--- src/rtl/multi_stream_grabber.sv ---
// Multi-channel snapshot grabber. Each enabled channel records into its own
// circular buffer while armed, keeps POST_SAMPLES samples after the trigger,
// then all frozen buffers are streamed out as bytes over a valid/ready port.
module multi_stream_grabber #(
  parameter int NUM_CH       = 4,
  parameter int DAT_WIDTH    = 72,
  parameter int ADDR_BITS    = 4,
  parameter int POST_SAMPLES = 8
) (
  input  logic                        clk,
  input  logic                        srst,
  input  logic [DAT_WIDTH*NUM_CH-1:0] data_in,
  input  logic [NUM_CH-1:0]           data_in_valid,
  input  logic [NUM_CH-1:0]           ch_enable,
  input  logic                        start_harvest,
  input  logic                        trigger,
  input  logic                        abort,
  output logic [7:0]                  dout,
  output logic                        dout_valid,
  input  logic                        dout_ready,
  output logic                        reporting,
  output logic                        armed
);

  localparam int Depth    = 1 << ADDR_BITS;
  localparam int NumBytes = DAT_WIDTH / 8;
  localparam int ChW      = (NUM_CH > 1) ? $clog2(NUM_CH) : 1;
  localparam int FillW    = ADDR_BITS + 1;
  localparam int ByteW    = (NumBytes > 1) ? $clog2(NumBytes) : 1;

  localparam logic [1:0] StIdle   = 2'd0;
  localparam logic [1:0] StArmed  = 2'd1;
  localparam logic [1:0] StPost   = 2'd2;
  localparam logic [1:0] StReport = 2'd3;

  localparam logic [1:0] PhHeader = 2'd0;
  localparam logic [1:0] PhCount  = 2'd1;
  localparam logic [1:0] PhData   = 2'd2;

  logic [1:0]           state_q;
  logic [NUM_CH-1:0]    mask_q;
  logic [ADDR_BITS-1:0] wr_ptr_q [NUM_CH];
  logic [FillW-1:0]     fill_q   [NUM_CH];
  logic [FillW-1:0]     post_q   [NUM_CH];
  logic [DAT_WIDTH-1:0] mem      [NUM_CH][Depth];

  logic [NUM_CH-1:0]    wr_en;
  logic [NUM_CH-1:0]    frozen;
  logic                 all_frozen;

  // Report sequencer position: channel, byte class, sample and byte within sample.
  // cur_ch_q == NUM_CH means nothing left to emit.
  logic [ChW:0]         cur_ch_q;
  logic [1:0]           phase_q;
  logic [FillW-1:0]     smp_q;
  logic [ByteW-1:0]     byte_q;

  logic [ChW-1:0]       ch;
  logic                 have_byte;
  logic [FillW-1:0]     cnt;
  logic [ADDR_BITS-1:0] rd_addr;
  logic [DAT_WIDTH-1:0] sample;
  logic [7:0]           next_byte;
  logic [ChW:0]         nxt_ch;
  logic [1:0]           nxt_phase;
  logic [FillW-1:0]     nxt_smp;
  logic [ByteW-1:0]     nxt_byte;

  // Lowest enabled channel with index >= from, or NUM_CH if none.
  function automatic logic [ChW:0] next_enabled(input logic [NUM_CH-1:0] m, input int from);
    logic [ChW:0] r;
    r = (ChW+1)'(NUM_CH);
    for (int i = NUM_CH - 1; i >= 0; i--) begin
      if (m[i] && (i >= from)) r = (ChW+1)'(i);
    end
    return r;
  endfunction

  // Per-channel write enables and freeze detection.
  always_comb begin
    all_frozen = 1'b1;
    for (int i = 0; i < NUM_CH; i++) begin
      frozen[i] = (post_q[i] == FillW'(POST_SAMPLES));
      wr_en[i]  = mask_q[i] && data_in_valid[i] &&
                  ((state_q == StArmed) || ((state_q == StPost) && !frozen[i]));
      if (mask_q[i] && !frozen[i]) all_frozen = 1'b0;
    end
  end

  // Sample memories; contents are never reset.
  always_ff @(posedge clk) begin
    for (int i = 0; i < NUM_CH; i++) begin
      if (wr_en[i]) mem[i][wr_ptr_q[i]] <= data_in[DAT_WIDTH*i +: DAT_WIDTH];
    end
  end

  // Channel bookkeeping: mask latch, write pointers, fill and post-trigger counts.
  always_ff @(posedge clk) begin
    if (srst) begin
      mask_q <= '0;
      for (int i = 0; i < NUM_CH; i++) begin
        wr_ptr_q[i] <= '0;
        fill_q[i]   <= '0;
        post_q[i]   <= '0;
      end
    end else if ((state_q == StIdle) && start_harvest && !abort) begin
      mask_q <= ch_enable;
      for (int i = 0; i < NUM_CH; i++) begin
        wr_ptr_q[i] <= '0;
        fill_q[i]   <= '0;
        post_q[i]   <= '0;
      end
    end else begin
      for (int i = 0; i < NUM_CH; i++) begin
        if (wr_en[i]) begin
          wr_ptr_q[i] <= wr_ptr_q[i] + 1'b1;
          if (fill_q[i] != FillW'(Depth)) fill_q[i] <= fill_q[i] + 1'b1;
          // A sample taken in the trigger cycle already counts as post sample 1.
          if ((state_q == StPost) || trigger) post_q[i] <= post_q[i] + 1'b1;
        end
      end
    end
  end

  // Next report byte and sequencer advance; memory read is asynchronous so no bubbles.
  always_comb begin
    ch        = cur_ch_q[ChW-1:0];
    have_byte = (cur_ch_q < (ChW+1)'(NUM_CH));
    cnt       = fill_q[ch];
    rd_addr   = ((cnt == FillW'(Depth)) ? wr_ptr_q[ch] : '0) + smp_q[ADDR_BITS-1:0];
    sample    = mem[ch][rd_addr];
    next_byte = '0;
    nxt_ch    = cur_ch_q;
    nxt_phase = phase_q;
    nxt_smp   = smp_q;
    nxt_byte  = byte_q;
    case (phase_q)
      PhHeader: begin
        next_byte = {4'(cur_ch_q), 4'b0};
        nxt_phase = PhCount;
      end
      PhCount: begin
        next_byte = 8'(cnt);
        if (cnt == '0) begin
          nxt_ch    = next_enabled(mask_q, int'(cur_ch_q) + 1);
          nxt_phase = PhHeader;
        end else begin
          nxt_phase = PhData;
          nxt_smp   = '0;
          nxt_byte  = '0;
        end
      end
      default: begin
        next_byte = 8'(sample >> (8 * (NumBytes - 1 - int'(byte_q))));
        if (byte_q == ByteW'(NumBytes - 1)) begin
          nxt_byte = '0;
          if (smp_q == cnt - 1'b1) begin
            nxt_ch    = next_enabled(mask_q, int'(cur_ch_q) + 1);
            nxt_phase = PhHeader;
            nxt_smp   = '0;
          end else begin
            nxt_smp = smp_q + 1'b1;
          end
        end else begin
          nxt_byte = byte_q + 1'b1;
        end
      end
    endcase
  end

  // Control FSM and registered byte output.
  always_ff @(posedge clk) begin
    if (srst) begin
      state_q    <= StIdle;
      dout       <= '0;
      dout_valid <= 1'b0;
      cur_ch_q   <= '0;
      phase_q    <= PhHeader;
      smp_q      <= '0;
      byte_q     <= '0;
    end else if (abort) begin
      state_q    <= StIdle;
      dout_valid <= 1'b0;
    end else begin
      case (state_q)
        StIdle: begin
          if (start_harvest) begin
            phase_q <= PhHeader;
            smp_q   <= '0;
            byte_q  <= '0;
            if (ch_enable == '0) begin
              state_q  <= StReport;
              cur_ch_q <= (ChW+1)'(NUM_CH);
            end else begin
              state_q <= StArmed;
            end
          end
        end
        StArmed: begin
          if (trigger) state_q <= StPost;
        end
        StPost: begin
          if (all_frozen) begin
            state_q  <= StReport;
            cur_ch_q <= next_enabled(mask_q, 0);
            phase_q  <= PhHeader;
            smp_q    <= '0;
            byte_q   <= '0;
          end
        end
        default: begin
          if (!dout_valid || dout_ready) begin
            if (have_byte) begin
              dout       <= next_byte;
              dout_valid <= 1'b1;
              cur_ch_q   <= nxt_ch;
              phase_q    <= nxt_phase;
              smp_q      <= nxt_smp;
              byte_q     <= nxt_byte;
            end else begin
              dout_valid <= 1'b0;
              state_q    <= StIdle;
            end
          end
        end
      endcase
    end
  end

  assign reporting = (state_q == StReport);
  assign armed     = (state_q == StArmed) || (state_q == StPost);

endmodule
--- config.mk ---
export PLATFORM = sky130hd
export DESIGN_NAME = multi_stream_grabber
export DESIGN_NICKNAME = d
export VERILOG_FILES = /design/src/rtl/multi_stream_grabber.sv
export SDC_FILE = /design/constraint.sdc
export NUM_CORES = 2
export LEC_CHECK = 0
export BUFFER_PORTS_ARGS = -buffer_cell sky130_fd_sc_hd__buf_2
export CORE_MARGIN = 10
export CORE_UTILIZATION = 56
export DETAILED_ROUTE_END_ITERATION = 16
export HOLD_SLACK_MARGIN = 0.15
export PLACE_DENSITY = 0.75
export SETUP_SLACK_MARGIN = 0.2
export SYNTH_ARGS = -nofsm -noshare
export SYNTH_HDL_FRONTEND = slang
export SYNTH_MEMORY_MAX_BITS = 65536
export SYNTH_SLANG_ARGS = --single-unit
--- constraint.sdc ---
create_clock -name clk -period 6.73 [get_ports clk]
set_clock_uncertainty 0.15 [all_clocks]
set_input_delay 0.673 -clock clk [delete_from_list [all_inputs] [get_ports clk]]
set_output_delay 0.673 -clock clk [all_outputs]
set_load 0.005 [all_outputs]
# == After elaboration in Yosys (flattened, before gate mapping) ==
# Memories as Yosys holds them, arrays and structs flattened. A register that Yosys moved wholly into a read port is not among the register bits.
# Cells that the tools add are included.
# word_totals
register_bits,29
ramBits,4664
mem_count,4
# memory_table
memory,depth,word_bits,read_ports,rd_ports_with_merged_regs,wr,line,source
mem,4,1152,1,1,4,45,logic [DAT_WIDTH-1:0] mem [NUM_CH][Depth];
fill_q,4,5,5,1,4,43,logic [FillW-1:0] fill_q [NUM_CH];
post_q,4,5,4,0,4,44,logic [FillW-1:0] post_q [NUM_CH];
wr_ptr_q,4,4,5,1,4,42,logic [ADDR_BITS-1:0] wr_ptr_q [NUM_CH];
# classes
n_addsub,18
magnitude_cmp,14
n_eq_ne,23
shifts,1
mux,161
bitwise,32
reduce_logical,59
# op_table
op,n
1152-bit two-way mux,4
72-bit demux with 4-bit select,4
72-bit two-way mux,6
72-bit binary-select mux with 4-bit select,1
5-bit two-way mux,23
72-bit by 32-bit >> shifter with 8-bit output,1
1-bit two-way mux,63
4-bit two-way mux,15
3-bit two-way mux,16
5-bit by 1-bit adder with 5-bit output (second input constant),9
2-bit two-way mux,19
1-bit logical AND,26
5-bit greater-or-equal comparator (second input constant),5
4-bit NOT with 5-bit output,5
1-bit bitwise OR,24
4-bit by 1-bit adder with 4-bit output (second input constant),5
5-bit by 4-bit == test with 1-bit output (second input constant),4
5-bit by 1-bit less-than comparator with 1-bit output (second input constant),4
5-bit inequality test (second input constant),4
8-bit one-hot mux with 2 select lines,1
8-bit AND reduction,2
5-bit one-hot mux with 3 select lines,1
2-bit one-hot mux with 3 select lines,2
4-bit one-hot mux with 3 select lines,1
other kinds (38),63

# == Logic depth before layout (Yosys ltp) ==
# logic_depth
ltp_word,15
ltp_mapped,28
ltp_nobuf,18

# == Worst setup path before layout ==
# Ideal clock, no wire load.
# synth_timing
kind,register to register
start,register state_q[0]
end,memory mem[1][1000] in the netlist's numbering (enable)
setup_ns,0.590
arrival_time_ns,6.243
slack_ns,-0.253
path_stages_with_launch,8
n_path_buf,1
path_cell_list,dfxtp_1 -> inv_1 -> ha_1 -> clkbuf_1 -> a21oi_1 -> nor2_1 -> nand2_1 -> nor3_1
# synth_rtl
element,line,source
from (decl),40,logic [1:0] state_q;
from (signal assigned),174,state_q <= StIdle;
from (signal assigned),182,state_q <= StIdle;
from (signal assigned),192,state_q <= StReport;
to (decl),45,

==> Flow_metrics.wiki <==
{| class="wikitable"
! Metric !! Value
|-
| CP endpoint kind || flip-flop
|-
| Number of cells on the worst hold path || 4
|-
| Register area share after synthesis || 77.6%
|-
| Num rows || 208
|-
| Multiplexer area fraction after synthesis || 17.3%
|-
| TritonCTS clock tree || done
|-
| Total number of clock tree sinks || 4695
|-
| Die area || 0.346 sq mm
|-
| Number of inserted filler cells in the final layout || 20.0k
|-
| Fraction of final layout cells sized beyond drive strength 1 || 29.1%
|-
| DR vias || 97.7k
|-
| Number of maximum-capacitance violations || 0
|-
| Dominant combinational cell family by area after synthesis || multiplexers
|-
| Cell area after technology mapping || 0.181 sq mm
|-
| Routability congestion estimate from global placement || 0.868
|-
| Synthesized netlist cell count || 7647
|-
| Detailed Route WL || 596000 um
|-
| Post-detailed-placement half-perimeter wirelength || 296000 um
|-
| Number of violations reported at the end of detailed-routing iteration 0 || 18.6k
|-
| Worst min-delay path class || primary input to flip-flop
|-
| Post-Synthesis Mean Instance Area || 23.7 sq um
|-
| Synth Warn # || 0
|-
| Netlist cell types || 73
|-
| Largest fanout of any net on the critical path || 33
|-
| Most common cell in the synthesized netlist || edfxtp_1
|-
| Cell leakage power || 62.8 nW
|-
| Required @ worst endpoint || 7.42 ns
|-
| Placed instance count || 12.1k
|-
| Area of all placed cells without fillers || 0.206 sq mm
|-
| Root Buffer Master || clkbuf_16
|-
| Crit path DAT || 7.35 ns
|-
| Synthesized-area fraction occupied by and/or/nand/nor cells || 1.47%
|-
| Primary flip-flop cell chosen by synthesis mapping || edfxtp_1
|-
| Post-synthesis adder-cell area fraction || 0.336%
|-
| GRT Overall Usage || 34.0%
|-
| Synthesized flop and latch total || 4695
|-
| Tightest hold margin || 0.172 ns
|-
| Most area-consuming cells after synthesis || edfxtp_1 77%, mux4_2 17%, mux2i_1 0.63%
|-
| CTS H-tree depth || 5
|-
| Aggregate global routing overflow || 0
|-
| Setup-failing EPs final || 0
|-
| Area of the multi-input gates || 0.0383 sq mm
|-
| Worst r2r path cells || 19
|-
| Area post-placement || 0.189 sq mm
|-
| Layout Nets || 8875
|-
| Power density normalized to cell area || 295 mW/mm^2
|-
| Detailed-route DRC error count || 0
|-
| Fraction of registers with async set or reset after synthesis || 0%
|-
| Number of nets produced by synthesis || 7997
|-
| Final Max Slew Viols || 0
|-
| Critical Path Start Type || flip-flop
|-
| Layout area overhead || 13.9%
|-
| Least-Margin Pin Slew || 1.43 ns
|-
| Post-layout min period || 6.66 ns
|-
| Clock-pin transition on the worst setup and hold timing paths || 0.07 ns
|-
| Final hold violation count || 0
|-
| Number of global-route vias before repair || 98.2k
|-
| Worst ir drop on vdd || 0.000256 V
|-
| Number of flops mapped to enable cells by yosys || 4650
|-
| Port Buffer Count || 312
|-
| Post-CTS setup buffer count || 0
|-
| Bufs on Longest Clock Path || 4
|-
| Maximum number of pins on one net before global-route repair || 140
|-
| Fmax || 150 MHz
|-
| Post-DR vias/cell || 7.37
|-
| Final routed wire length divided by cell count || 45.0 um
|-
| Xor-xnor portion of the synthesized cell area || 0.291%
|-
| Number of CTS-inserted buffers || 444
|-
| Total area of sequential cells || 0.141 sq mm
|-
| Leading post-synthesis cells by instance count || 4650 x edfxtp_1, 1335 x mux4_2, 173 x nand2_1, 147 x nor2_1, 131 x buf_2
|-
| Compound-cell area share of the yosys netlist || 1.56%
|-
| Insertion delay of the later-clocked pin in the worst-skew pair || 1.01 ns
|-
| Largest area contributor in the synthesized netlist || edfxtp_1
|-
| Number of non-filler instances in the completed layout || 13.2k
|-
| Floorplan Core Area || 0.321 sq mm
|-
| Remaining antenna violation count after routing || 0
|-
| Initial antenna violation count || 80
|-
| Boundary pin count || 313
|-
| Die width || 589 um
|-
| RSZ-0062 raised after global routing || yes
|-
| Die height || 589 um
|-
| Post-route clock period utilization || 99.0%
|-
| Global-route wire length before repair || 816000 um
|-
| Result of the run || finished, final reports clean
|-
| Starting Density || 56.3%
|-
| Setup Total Neg Slack || 0 ns
|-
| Fraction of post-synthesis cell area in the top cell type by area || 77.1%
|-
| DRT Pass-1 Iters || 8
|-
| Headroom to the max-slew limit || 4.63%
|-
| Category of the most critical setup path || flip-flop to flip-flop
|}
[cells in the final DEF, fill, tap and decap left out, types with 44 or more instances in the layout]
cell,Yosys,final
edfxtp_1,4650,4650
mux4_2,1335,1335
clkbuf_16,0,451
buf_2,131,312
dlygate4sd3_1,0,302
nand2_1,173,173
buf_4,82,138
nor2_1,147,131
mux2i_1,114,114
clkinv_1,1,104
a22oi_1,93,93
clkbuf_1,109,92
buf_12,0,77
clkinv_2,0,66
nand3_1,64,64
a221oi_1,55,55
diode_2,0,52
a21oi_1,52,52
and2_4,0,50
ha_1,47,46
bufinv_16,0,45
a22o_1,44,44
[area by class of cell]
type | instances | share of cell area, %
inverters | 43 | 0.0783
clock buffers | 546 | 5.66
clock inverters | 263 | 1.36
well taps | 4305 | 2.61
diodes | 52 | 0.0631
multi-input cells | 2510 | 18.6
flip-flops and latches | 4695 | 68.1
repair buffers | 831 | 3.49
[cell families after synthesis]
logic type | after synthesis
buffers and inverters | 443
multiplexers | 1458
AND/OR/NAND/NOR | 565
flip-flops | 4695
XOR/XNOR | 55
AO/OA/AOI/OAI | 383
adder cells (fa/ha/maj) | 48
[per-layer routing]
layer	share of wire [%]	routed length [um]	track usage, %	vias to the layer above
met4	7.6	45100	20.3	42
li1	-	-	-	34700
met3	16	92400	10.5	2219
met5	0.044	264	0	-
met1	31	182000	42.9	50200
met2	46	276000	52.3	10500
[per-stage QoR]
| step | power (mW) | worst slack (ns) | util [%] |
|---|---|---|---|
| final | 60.8 | 0.0675 | 64.2 |
| after global routing | 61.9 | 0.0164 | 64.1 |
| after CTS | 60.6 | 0.202 | 64.1 |
| after detailed placement | 35.9 | 0.195 | 58.7 |
| after global placement | 35.9 | 0.250 | 58.7 |
| after floorplan | 34.5 | 0.774 | - |
[power by group]
| part | leakage (nW) | switching (mW) | total, mW | internal, mW |
|---|---|---|---|---|
| clock network | 7.00 | 11.0 | 25.1 | 14.1 |
| logic | 13.6 | 2.17 | 3.47 | 1.30 |
| registers | 42.2 | 0.0384 | 32.2 | 32.1 |
[flip-flops by register name, summed over array words and instances, names as in the netlist, named ones only]
signal and cells:
smp_q 5, dout 8, cur_ch_q 3, wr_ptr_q 16
fill_q 20, post_q 20, byte_q 4, mem 4608
mask_q 4, phase_q 2, dout_valid 1, state_q 2
[final timing paths]
path / from / end / slack, ns
worst max-delay path: fill_q[3][0]$_SDFFCE_PN0P_ / dout[5]$_SDFFE_PP0P_ / 0.07
worst min-delay path: data_in_valid[3] / wr_ptr_q[3][1]$_SDFFCE_PN0P_ / 0.17
worst min register to register: post_q[2][4]$_SDFFE_PP0P_ / post_q[2][4]$_SDFFE_PP0P_ / 0.39
worst max register to register: fill_q[3][0]$_SDFFCE_PN0P_ / dout[5]$_SDFFE_PP0P_ / 0.07
[critical path: stages (launching register included)]
cell	delay, ns
edfxtp_1	0.47
mux4_2	0.56
inv_1	0.09
ha_1	0.21
nand4_1	0.18
and2_1	0.31
nand2b_1	0.24
nor2b_1	0.28
ha_1	0.29
a21o_1	0.15
a21oi_1	0.23
xnor2_2	0.30
xor2_4	0.57
buf_12	0.31
buf_12	0.32
mux2i_1	0.46
o2bb2ai_1	0.16
a221oi_1	0.08
a32oi_1	0.82
a211oi_1	0.21
[timing repair]
| action | 4_1_cts | 5_1_grt |
|---|---|---|
| resized for setup | 1 | 2 |
| hold buffers | 302 | 0 |
| hold endpoints to repair | 4637 | 0 |
| endpoints found under the setup margin | 1 | 3 |
| pin swaps | 0 | 1 |
| gates cloned | 0 | 1 |
No activity file was read; power rests on OpenSTA's default activity.
